$ cat config.mk
export PLATFORM = sky130hd
export DESIGN_NAME = conv_sequencer
export DESIGN_NICKNAME = d
export VERILOG_FILES = /design/src/rtl/conv_pkg.sv /design/src/rtl/conv_mac.sv /design/src/rtl/conv_sequencer.sv
export SDC_FILE = /design/constraint.sdc
export NUM_CORES = 1
export LEC_CHECK = 0
export CAP_MARGIN = 20
export CORE_AREA = 4 4 346 348
export CTS_BUF_LIST = sky130_fd_sc_hd__clkbuf_16
export DETAILED_ROUTE_END_ITERATION = 10
export DIE_AREA = 0 0 350 352
export DONT_BUFFER_PORTS = 1
export GPL_ROUTABILITY_DRIVEN = 1
export SYNTH_ARGS = -nofsm -noshare
export SYNTH_HDL_FRONTEND = slang
export SYNTH_HIERARCHICAL = 1
export SYNTH_SLANG_ARGS = --single-unit
$ cat constraint.sdc
create_clock -name clk -period 11.4 [get_ports clk]
set_input_delay 2.28 -clock clk [delete_from_list [all_inputs] [get_ports clk]]
set_output_delay 2.28 -clock clk [all_outputs]
set_load 0.05 [all_outputs]
$ cat src/rtl/conv_pkg.sv
// Shared constants, FSM encoding and packed-matrix index helpers for the
// convolution sequencer and its multiply-accumulate datapath.
package conv_pkg;

    localparam int MAX_DIM = 5;
    localparam int K_MAX   = 3;
    localparam int ELEM_W  = 8;
    localparam int ACC_W   = 20;
    localparam int N_MAT   = 2;

    typedef enum logic [2:0] {
        IDLE,
        CHECK,
        MAC,
        WRITE,
        DONE
    } state_t;

    // Bit offset of element (r,c) in a row-major packed matrix.
    function automatic int unsigned elem_lsb(input int unsigned r, input int unsigned c,
                                             input int unsigned row_len, input int unsigned ew);
        return (r * row_len + c) * ew;
    endfunction

    function automatic logic dims_legal(input logic [2:0] im, input logic [2:0] in_,
                                        input logic [1:0] km, input logic [1:0] kn,
                                        input int unsigned max_dim, input int unsigned k_max);
        return (km != 2'd0) && (kn != 2'd0)
            && ({30'd0, km} <= k_max) && ({30'd0, kn} <= k_max)
            && ({1'b0, km} <= im) && ({1'b0, kn} <= in_)
            && ({29'd0, im} <= max_dim) && ({29'd0, in_} <= max_dim);
    endfunction

endpackage

$ cat src/rtl/conv_mac.sv
// Unsigned multiply-accumulate with per-element clear and saturated readout.
module conv_mac
    import conv_pkg::*;
#(
    parameter int EW = ELEM_W,
    parameter int AW = ACC_W
) (
    input  logic          clk,
    input  logic          rst_ni,
    input  logic          en_i,
    input  logic          clr_i,
    input  logic [EW-1:0] a_i,
    input  logic [EW-1:0] b_i,
    output logic [EW-1:0] sat_o
);

    logic [AW-1:0]   acc_q;
    logic [AW-1:0]   acc_d;
    logic [2*EW-1:0] prod;

    // clr_i restarts the sum with the current product rather than adding to it.
    always_comb begin
        prod  = a_i * b_i;
        acc_d = acc_q;
        if (en_i) begin
            acc_d = (clr_i ? '0 : acc_q) + AW'(prod);
        end
    end

    always_ff @(posedge clk or negedge rst_ni) begin
        if (!rst_ni) begin
            acc_q <= '0;
        end else begin
            acc_q <= acc_d;
        end
    end

    assign sat_o = (|acc_q[AW-1:EW]) ? '1 : acc_q[EW-1:0];

endmodule

$ cat src/rtl/conv_sequencer.sv
// Valid-mode 2-D convolution sequencer: checks dimensions, walks every output
// element through the kernel one product per cycle, and stores saturated results.
module conv_sequencer #(
    parameter int MAX_DIM = conv_pkg::MAX_DIM,
    parameter int K_MAX   = conv_pkg::K_MAX,
    parameter int ELEM_W  = conv_pkg::ELEM_W
) (
    input  logic                                              clk,
    input  logic                                              reset,
    input  logic                                              start,
    input  logic [2:0]                                        in_m,
    input  logic [2:0]                                        in_n,
    input  logic [1:0]                                        k_m,
    input  logic [1:0]                                        k_n,
    input  logic [conv_pkg::N_MAT*MAX_DIM*MAX_DIM*ELEM_W-1:0] matrices_in,
    input  logic [K_MAX*K_MAX*ELEM_W-1:0]                     kernelMatrix,
    output logic [2:0]                                        out_m,
    output logic [2:0]                                        out_n,
    output logic [conv_pkg::N_MAT*MAX_DIM*MAX_DIM*ELEM_W-1:0] matrices_out,
    output logic                                              busy,
    output logic                                              valid,
    output logic                                              error,
    output logic [9:0]                                        cycleCount
);
    import conv_pkg::*;

    localparam int SLOT_W = MAX_DIM * MAX_DIM * ELEM_W;
    localparam int MAT_W  = N_MAT * SLOT_W;
    localparam int KER_W  = K_MAX * K_MAX * ELEM_W;
    localparam int IN_IW  = $clog2(SLOT_W);
    localparam int K_IW   = $clog2(KER_W);

    state_t              state_q;
    logic [SLOT_W-1:0]   in_q;
    logic [KER_W-1:0]    ker_q;
    logic [2:0]          in_m_q, in_n_q;
    logic [1:0]          k_m_q, k_n_q;
    logic [2:0]          i_q, j_q;
    logic [1:0]          ki_q, kj_q;
    logic [2:0]          out_m_q, out_n_q;
    logic [SLOT_W-1:0]   mo_q;
    logic                busy_q, valid_q, error_q;
    logic [9:0]          cyc_q;

    logic [2:0]          row_sum, col_sum;
    logic [IN_IW-1:0]    in_lsb, o_lsb;
    logic [K_IW-1:0]     k_lsb;
    logic [ELEM_W-1:0]   mac_a, mac_b, mac_sat;
    logic                mac_en, mac_clr;
    logic                unused_slots;

    assign unused_slots = ^matrices_in[MAT_W-1:SLOT_W];

    assign row_sum = i_q + {1'b0, ki_q};
    assign col_sum = j_q + {1'b0, kj_q};
    assign in_lsb  = IN_IW'(elem_lsb(row_sum, col_sum, MAX_DIM, ELEM_W));
    assign k_lsb   = K_IW'(elem_lsb(ki_q, kj_q, K_MAX, ELEM_W));
    assign o_lsb   = IN_IW'(elem_lsb(i_q, j_q, MAX_DIM, ELEM_W));
    assign mac_a   = in_q[in_lsb +: ELEM_W];
    assign mac_b   = ker_q[k_lsb +: ELEM_W];
    assign mac_en  = (state_q == MAC);
    assign mac_clr = (ki_q == 2'd0) && (kj_q == 2'd0);

    conv_mac #(
        .EW (ELEM_W),
        .AW (ACC_W)
    ) u_mac (
        .clk    (clk),
        .rst_ni (reset),
        .en_i   (mac_en),
        .clr_i  (mac_clr),
        .a_i    (mac_a),
        .b_i    (mac_b),
        .sat_o  (mac_sat)
    );

    always_ff @(posedge clk or negedge reset) begin
        if (!reset) begin
            state_q <= IDLE;
            in_q    <= '0;
            ker_q   <= '0;
            in_m_q  <= '0;
            in_n_q  <= '0;
            k_m_q   <= '0;
            k_n_q   <= '0;
            i_q     <= '0;
            j_q     <= '0;
            ki_q    <= '0;
            kj_q    <= '0;
            out_m_q <= '0;
            out_n_q <= '0;
            mo_q    <= '0;
            busy_q  <= 1'b0;
            valid_q <= 1'b0;
            error_q <= 1'b0;
            cyc_q   <= '0;
        end else begin
            valid_q <= 1'b0;
            case (state_q)
                IDLE: begin
                    if (start) begin
                        in_q    <= matrices_in[SLOT_W-1:0];
                        ker_q   <= kernelMatrix;
                        in_m_q  <= in_m;
                        in_n_q  <= in_n;
                        k_m_q   <= k_m;
                        k_n_q   <= k_n;
                        mo_q    <= '0;
                        out_m_q <= '0;
                        out_n_q <= '0;
                        error_q <= 1'b0;
                        cyc_q   <= '0;
                        busy_q  <= 1'b1;
                        state_q <= CHECK;
                    end
                end
                CHECK: begin
                    cyc_q <= cyc_q + 10'd1;
                    if (dims_legal(in_m_q, in_n_q, k_m_q, k_n_q, MAX_DIM, K_MAX)) begin
                        out_m_q <= in_m_q - {1'b0, k_m_q} + 3'd1;
                        out_n_q <= in_n_q - {1'b0, k_n_q} + 3'd1;
                        i_q     <= '0;
                        j_q     <= '0;
                        ki_q    <= '0;
                        kj_q    <= '0;
                        state_q <= MAC;
                    end else begin
                        error_q <= 1'b1;
                        out_m_q <= '0;
                        out_n_q <= '0;
                        busy_q  <= 1'b0;
                        valid_q <= 1'b1;
                        state_q <= DONE;
                    end
                end
                MAC: begin
                    cyc_q <= cyc_q + 10'd1;
                    if (kj_q == k_n_q - 2'd1) begin
                        kj_q <= '0;
                        if (ki_q == k_m_q - 2'd1) begin
                            ki_q    <= '0;
                            state_q <= WRITE;
                        end else begin
                            ki_q <= ki_q + 2'd1;
                        end
                    end else begin
                        kj_q <= kj_q + 2'd1;
                    end
                end
                WRITE: begin
                    cyc_q              <= cyc_q + 10'd1;
                    mo_q[o_lsb +: ELEM_W] <= mac_sat;
                    state_q            <= MAC;
                    if (j_q == out_n_q - 3'd1) begin
                        j_q <= '0;
                        if (i_q == out_m_q - 3'd1) begin
                            busy_q  <= 1'b0;
                            valid_q <= 1'b1;
                            state_q <= DONE;
                        end else begin
                            i_q <= i_q + 3'd1;
                        end
                    end else begin
                        j_q <= j_q + 3'd1;
                    end
                end
                DONE: begin
                    state_q <= IDLE;
                end
                default: begin
                    state_q <= IDLE;
                end
            endcase
        end
    end

    assign out_m        = out_m_q;
    assign out_n        = out_n_q;
    assign matrices_out = {{(MAT_W - SLOT_W){1'b0}}, mo_q};
    assign busy         = busy_q;
    assign valid        = valid_q;
    assign error        = error_q;
    assign cycleCount   = cyc_q;

endmodule
* After elaboration in Yosys (flattened, before gate mapping) *
Index checks and enable logic that the tools add are counted.

storage, ports and cells
  bits in registers = 534
  output and inout port bits = 419
  word-level logic and storage cells = 139

operators by class
  reductions and logical operators = 30
  shift operators = 4
  multiply operators = 4
  order comparisons = 4
  add/subtract/negate cells = 20
  eq/ne operators = 15
  mux-type cells = 43

operator list
  kind                                                                      number
  200-bit one-hot mux with 2 select lines                                   1
  200-bit bitwise mux                                                       1
  200-bit two-way mux                                                       1
  8-bit by 10-bit variable shift with 200-bit output, first input constant  1
  200-bit by 9-bit indexed part select with 8-bit output                    1
  8-bit by 10-bit indexed part select with 200-bit output                   1
  72-bit by 8-bit indexed part select with 8-bit output                     1
  3-bit two-way mux                                                         13
  3-bit one-hot mux with 2 select lines                                     4
  20-bit by 16-bit adder with 20-bit output                                 1
  20-bit two-way mux                                                        1
  10-bit one-hot mux with 2 select lines                                    1
  8-bit by 8-bit multiplier with 16-bit output                              1
  2-bit nonzero test                                                        7
  3-bit by 1-bit adder with 3-bit output, second input constant             4
  2-bit != test, second input constant                                      6
  3-bit one-hot mux with 4 select lines                                     1
  2-bit AND reduction                                                       6
  12-bit OR reduction                                                       1
  10-bit by 1-bit adder with 10-bit output, second input constant           1
  5-bit by 3-bit adder with 5-bit output                                    2
  3-bit by 3-bit multiplier with 5-bit output, second input constant        2
  10-bit two-way mux                                                        1
  8-bit negator with 10-bit output                                          1
  other kinds (28)                                                          60

* Logic depth before layout (Yosys ltp) *
Gate-level depths: netlist of run 1.

  depth after elaboration = 8
  gate-level depth with buffers = 27
  depth with buffers taken out = 26

* Modules after synthesis *
Netlist of run 1, hierarchy kept.

modules (own cells, without submodules)
  module          area an instance (sq um)  seq. area each (sq um)  cells each  instances
  conv_sequencer  24766.3                   12862.3                 2600        1
  conv_mac        3674.8                    500.5                   414         1

* Worst setup path before layout of run 1 *
Ideal clock, no wire load.

  kind = flip-flop to flip-flop
  start = register i_q[0]
  end = register u_mac.acc_q[19]
  path buffers = 1
  setup slack = 3143 ps
  data required time = 11262 ps
  stages on the path, launching flop included = 26
  arrival time = 8118 ps
  cell sequence = dfrtp_1 > ha_1 > fa_1 > xor2_1 > ha_1 > ha_1 > fa_1 > xor2_1 > buf_2 > nor4b_2 > a21oi_1 > a21oi_1 > nand2_1 > fa_1 > fa_1 > inv_1 > fa_1 > inv_1 > fa_1 > inv_1 > ha_1 > a21o_1 > a221o_1 > a32oi_2 > nor2_1 > or4b_1

between the ends
  longest elaborated chain between the ends = 6

ends and longest elaborated chain
  what                                                    line                   source
  start: declaration                                      conv_sequencer.sv:38   logic [2:0] i_q, j_q;
  start signal: assignment                                conv_sequencer.sv:161  i_q <= i_q + 3'd1;
  3-bit by 2-bit adder with 3-bit output                  conv_sequencer.sv:54   assign row_sum = i_q + {1'b0, ki_q};
  3-bit by 3-bit multiplier with 5-bit output             conv_pkg.sv:22         return (r * row_len + c) * ew;
  5-bit by 3-bit adder with 5-bit output                  conv_pkg.sv:22
  200-bit by 9-bit indexed part select with 8-bit output  conv_sequencer.sv:59   assign mac_a = in_q[in_lsb +: ELEM_W];
  net mac_a[0]                                            conv_sequencer.sv:48   logic [ELEM_W-1:0] mac_a, mac_b, mac_sat;
  8-bit by 8-bit multiplier with 16-bit output            conv_mac.sv:23         prod = a_i * b_i;
  20-bit by 16-bit adder with 20-bit output               conv_mac.sv:26         acc_d = (clr_i ? '0 : acc_q) + AW'(prod);
  end signal: assignment                                  conv_mac.sv:32         acc_q <= '0;
  end signal: assignment                                  conv_mac.sv:34         acc_q <= acc_d;
  end: declaration                                        conv_mac.sv:17         logic [AW-1:0] acc_q;

The timed path passes the listed nets, and every way through them passes these cells.
A chain may end at the register's enable or synchronous reset.

* Worst setup path in the final report of run 1 *
Same ends and word-level chain as after synthesis.

==> results of run 1 <==
through the flow:
| stage | utilization (%) | setup WS (ps) | area, µm² |
|---|---|---|---|
| global route | 27.0 | 1920 | 31400 |
| floorplan | - | 3140 | 29200 |
| finish | 27.0 | 2530 | 31400 |
| detailed placement | 25.2 | 2520 | 29300 |
| CTS | 27.0 | 2500 | 31300 |
| global placement | 25.2 | 2560 | 29200 |
layer usage:
metal  track usage (%)  wire (µm)
met5                 0         32
met1              17.6      35900
met4              3.78       2080
met2              22.7      41400
met3              5.21       8490
flip-flops by register name, indices dropped and copies added (netlist names):
| name | flops |
|---|---|
| k_m_q | 2 |
| ki_q | 2 |
| cycleCount | 10 |
| mo_q | 200 |
| state_q | 3 |
| in_q | 200 |
| u_mac/acc_q | 20 |
| kj_q | 2 |
| valid | 1 |
| j_q | 3 |
| busy | 1 |
| error | 1 |
| in_m_q | 3 |
| i_q | 3 |
| in_n_q | 3 |
| out_n | 3 |
| ker_q | 72 |
| out_m | 3 |
| k_n_q | 2 |
logic make-up after synthesis:
| family | share of synthesized area (%) |
|---|---|
| AOI/OAI and AO/OA | 7.44 |
| and+or+nand+nor | 20.2 |
| other | 0.0132 |
| xor gates and xnor gates | 1.01 |
| buffers and inverters | 9.08 |
| muxes | 7.88 |
| DFF | 47.0 |
| adders and majority gates | 7.42 |
critical path: cells and delay by family, from the launching register on:
family	cells	cell delay (ps)
buffers and inverters	4	490
AND/OR/NAND/NOR	4	1410
AO/OA/AOI/OAI	5	1840
adder cells (fa/ha/maj)	10	4080
flip-flops	1	500
XOR/XNOR	2	410
cells in the final DEF (no fill, tap or decap), drive strengths merged, types with 23 or more instances in the layout:
cell type / instances
nand2: 1155
dfrtp: 534
conb: 200
o21ai: 157
inv: 129
ha: 79
mux4: 72
clkbuf: 62
fa: 56
a21oi: 50
a32o: 48
and2: 48
nor2: 47
mux2i: 36
nand3: 30
clkinv: 28
buf: 27
mux2: 23
final cells by class:
class | instances | area (µm²) | share of cell area, %
clock inverters | 52 | 593 | 1.89
flip-flops and latches | 534 | 13400 | 42.6
inverters | 119 | 447 | 1.42
diodes | 5 | 12.5 | 0.0399
clock buffers | 60 | 1500 | 4.78
repair buffers | 29 | 254 | 0.809
well taps | 1524 | 1910 | 6.07
multi-input cells | 2200 | 13300 | 42.4
worst paths after layout:
check	cells after the start	end	slack [ps]
setup / recovery	25	u_mac/acc_q[19]	2530
hold / removal	2	in_q[125]	470
setup reg to reg	25	u_mac/acc_q[19]	2530
hold reg to reg	2	in_q[125]	470
max in group asynchronous	0	mo_q[183]	8890
min in group asynchronous	0	in_q[51]	1340
==> impl_metrics.py, run 1 <==
metrics = {
    "run_status": {
        "run_status": "finished clean",
    },
    "synthesis": {
        "seq_area_frac_synth_pct": 47.0,
        "async_flop_share_pct": 100,
        "yosys.area.top_type": "dfrtp_1",
        "syn-instance-count": 3014,
        "synth-seq-cells": 534,
        "netlist_area_um2": 28400,
        "netlist.area_leader.share_pct": 47.0,
        "number_of_enable_type_register_cells_in_the_synthesized_netlist": 0,
        "ys.flop_type": "dfrtp_1",
        "synth.most_common_cell": "nand2_1",
        "netlist_top_cells_count": "nand2_1, dfrtp_1, buf_4",
        "ys_warn_count": 6,
        "yosys-top-cells-area": "dfrtp_1, nand2_1, mux4_2",
        "netlist-cell-type-count": 77,
        "per_instance_average_area_after_synthesis_um2": 9.44,
    },
    "job": {
        "drv_cap": 0,
    },
    "cts": {
        "ctsHoldBuffers": 0,
        "clock_tree_from_tritoncts": "built",
        "post_cts.resized_instances": 0,
        "clk_pin_slew_ps": 70,
        "clk_root_buffer_cell": "clkbuf_16",
        "number_of_buffers_inserted_by_post_cts_setup_repair": 0,
        "clock_sinks": 534,
        "cts_made_buffers": 60,
        "h_tree_levels": 2,
        "clkLatencyLatePin_ps": 660,
        "maximum_clock_path_buffer_count": 3,
    },
    "critical_path": {
        "critPathLaunch": "i_q[0]",
        "cp_common_cell": "fa_1",
        "critical_path_class": "reg -> reg",
        "critPathMaxFanout": 17,
        "timing.rr.start": "i_q[0]",
        "critPathArrivalTime_ps": 9400,
        "cp.required_ps": 11920,
        "cp_slowest_stage_delay_ps": 700,
        "crit_path_start_kind": "flop",
        "slowest_stage": "nor4b_2",
        "crit_path_end_kind": "flop",
    },
    "place": {
        "hpwl_after_dpl_mm": 62.9,
        "port-buffer-count": 0,
        "place_congestion": 0.794,
        "dp.cells": 4403,
    },
    "die": {
        "core_region_area_um2": 116000,
        "die_height_um": 352,
        "io_pins": 904,
        "die-area_um2": 123000,
        "die_boundary_width_um": 350,
        "placement_rows": 125,
        "initial_core_util_pct": 24.5,
    },
    "timing": {
        "min_period_over_period_pct": 77.8,
        "report.final.hold_viol_count": 0,
        "final.hold.worst_slack_ps": 468,
        "finalClockSkew_ps": 31.8,
        "final.setup.tns_ps": 0,
        "worstMarginPinSlew_ps": 1460,
        "slew_viol_final": 0,
        "timing.final.setup_violations": 0,
        "max_freq_mhz": 113,
        "maxSlewHeadroom_pct": 2.94,
        "finalCriticalPeriod_ps": 8870,
        "grt_setup_unrepaired": "false",
    },
    "drt": {
        "via_count": 19901,
        "vias_per_cell": 4.40,
        "routedWlPerCell_um": 19.5,
        "initialDrtViolationCount": 1606,
        "ant_nets": 0,
        "final_routed_wirelength_mm": 88.0,
        "drtPass1Iterations": 5,
        "drt_drc_violations_left": 0,
    },
    "final_layout": {
        "final_nets": 3564,
        "fill_cells": 12300,
        "final_layout_size_suffix_gt1_share_pct": 8.85,
        "areaGrowthSynthToFinish_pct": 10.4,
        "finalNonFillerCells": 4523,
    },
    "global_routing": {
        "grt-ovfl-total": 0,
        "grt_start_max_net_pins": 535,
        "vias_in_the_first_global_route": 20555,
        "grt_pass1_wl_mm": 133,
        "grt_util_all_layers_pct": 14.0,
        "grt_antenna_before_repair": 13,
    },
    "worst_hold_path": {
        "hold_start": "in_q[125]",
        "hold_class": "reg -> reg",
    },
}
Power of run 1 is not shown: default switching activity piles up to over one toggle a cycle in this logic, so the estimate is an artifact.
==> run 2, diff against run 1 <==
==> constraint.sdc (replaced) <==
create_clock -name clk -period 8.1 [get_ports clk]
set_input_delay 1.62 -clock clk [delete_from_list [all_inputs] [get_ports clk]]
set_output_delay 1.62 -clock clk [all_outputs]
set_load 0.05 [all_outputs]
==> run 2 against run 1 <==
Net effect: routed wire length up 2.8%; worst setup slack got worse by 2200 ps; utilization is 0.39 points higher; highest routed layer unchanged; critical path depth stayed put; cell count up 0.71%; critical endpoint is now u_mac/acc_q[16]; critical path type unchanged.
==> impl_metrics.py, run 2 (synthesis gave the netlist of run 1 again) <==
metrics = {
    "run_status": {
        "run_status": "finished clean",
    },
    "cts": {
        "maximum_clock_path_buffer_count": 3,
        "clock_tree_from_tritoncts": "built",
        "clkLatencyLatePin_ps": 640,
        "clk_pin_slew_ps": 60,
        "h_tree_levels": 3,
        "clock_sinks": 534,
        "clk_root_buffer_cell": "clkbuf_16",
        "ctsHoldBuffers": 0,
        "cts_made_buffers": 66,
    },
    "global_routing": {
        "vias_in_the_first_global_route": 20636,
        "grt-ovfl-total": 0,
        "grt_start_max_net_pins": 535,
        "grt_util_all_layers_pct": 14.3,
        "grt_pass1_wl_mm": 134,
        "grt_antenna_before_repair": 9,
    },
    "timing": {
        "finalCriticalPeriod_ps": 7780,
        "grt_setup_unrepaired": "true",
        "final.hold.worst_slack_ps": 469,
        "maxSlewHeadroom_pct": 8.07,
        "report.final.hold_viol_count": 0,
        "max_freq_mhz": 129,
        "slew_viol_final": 0,
        "worstMarginPinSlew_ps": 1380,
        "min_period_over_period_pct": 96.0,
        "finalClockSkew_ps": 30.3,
        "timing.final.setup_violations": 0,
        "final.setup.tns_ps": 0,
    },
    "critical_path": {
        "slowest_stage": "fa_2",
        "cp.required_ps": 8660,
        "timing.rr.start": "i_q[0]",
        "timing.critical_path.max_delay_family": "adder cells",
        "crit_path_end_kind": "flop",
        "critical_path_depth": 25,
        "crit_buf_inv": 4,
        "cp_slowest_stage_delay_ps": 620,
        "critPathArrivalTime_ps": 8340,
        "critical_path_class": "reg -> reg",
        "crit_path_start_kind": "flop",
        "critPathMaxFanout": 17,
        "r2r_cells": 25,
        "critPathLaunch": "i_q[0]",
    },
    "final_layout": {
        "finalNonFillerCells": 4555,
        "reg_top3": "in_q (200), mo_q (200), ker_q (72)",
        "fill_cells": 12245,
        "areaGrowthSynthToFinish_pct": 12.0,
        "final_common_cell": "nand2_1",
        "final_layout_size_suffix_gt1_share_pct": 9.94,
        "layout.cells.most_common_list": "nand2_1, dfrtp_1, conb_1, o21ai_0, inv_1",
        "layout.cell_area.non_filler_um2": 31800,
        "final_nets": 3597,
    },
    "die": {
        "io_pins": 904,
        "die_boundary_width_um": 350,
        "core_region_area_um2": 116000,
        "die_height_um": 352,
        "die-area_um2": 123000,
        "placement_rows": 125,
        "initial_core_util_pct": 24.5,
    },
    "drt": {
        "via_count": 20022,
        "drt_drc_violations_left": 0,
        "ant_nets": 0,
        "initialDrtViolationCount": 1481,
        "routedWlPerCell_um": 19.8,
        "drtPass1Iterations": 5,
        "vias_per_cell": 4.40,
        "final_routed_wirelength_mm": 90.4,
    },
    "worst_hold_path": {
        "hold_class": "reg -> reg",
        "hold_depth": 2,
        "hold_start": "ker_q[49]",
    },
    "place": {
        "hpwl_after_dpl_mm": 64.1,
        "dp.cells": 4426,
        "place_congestion": 0.805,
        "dpl-instance-area_um2": 29500,
        "port-buffer-count": 0,
    },
    "job": {
        "drv_cap": 0,
    },
}
==> run 2: changes by cell type in the layout (fill, tap and decap cells not counted), moves of 2 or more <==
cell,previous run,this run
a21oi_1,44,41
inv_1,121,125
fa_2,0,2
clkinvlp_4,3,0
bufinv_16,11,7
buf_12,2,9
a21oi_2,4,6
clkinv_2,9,11
fa_1,56,54
clkbuf_16,60,68
inv_16,0,3
buf_4,23,42
inv_6,8,4
==> run 2: final cells by class <==
class / instances / area [µm²] / area share (%)
Clock buffer: 67 / 1680 / 5.27
Timing Repair Buffer: 56 / 559 / 1.76
Sequential cell: 534 / 13400 / 42.0
Tap cell: 1524 / 1910 / 5.99
Inverter: 119 / 447 / 1.40
Multi-Input combinational cell: 2200 / 13400 / 42.0
Clock inverter: 51 / 512 / 1.61
Antenna cell: 4 / 10.0 / 0.0314
==> run 2: worst register-to-register path, delay by kind of cell, from the launching register on <==
| family | cells | cell delay (ps) |
|---|---|---|
| AOI/OAI and AO/OA | 4 | 890 |
| adders and majority gates | 10 | 4290 |
| buffers and inverters | 4 | 490 |
| and+or+nand+nor | 5 | 1080 |
| muxes | 1 | 410 |
| DFF | 1 | 380 |
| xor gates and xnor gates | 1 | 190 |
==> run 2: layer usage <==
layer | share of wire (%) | global-route usage (%) | wire length, µm | up-vias
met3 | 9.4 | 5.30 | 8470 | 146
met1 | 42 | 17.9 | 37600 | 9834
met5 | 0.030 | 0 | 27 | -
li1 | - | - | - | 9392
met2 | 46 | 22.7 | 41500 | 646
met4 | 3.1 | 4.93 | 2790 | 4
==> run 2: final timing paths <==
kind | slack [ps] | end
setup / recovery | 320 | u_mac/acc_q[16]
setup reg to reg | 320 | u_mac/acc_q[16]
hold / removal | 470 | ker_q[49]
max in group asynchronous | 6280 | mo_q[34]
hold reg to reg | 470 | ker_q[49]
min in group asynchronous | 700 | in_q[76]
==> run 2: timing repair <==
item	in CTS	in global routing
gates resized for setup	1	12
endpoints found under the setup margin	1	9
setup buffers	0	3
pin swaps	0	5
gates cloned	0	1
==> run 2: through the flow <==
stage	setup slack, ps	utilization (%)
floorplan	76.0	-
global placement	53.8	25.4
detailed placement	-57.7	25.4
CTS	12.6	27.3
global route	-13.8	27.4
finish	324	27.4
Power of run 2 is left out for the same reason.
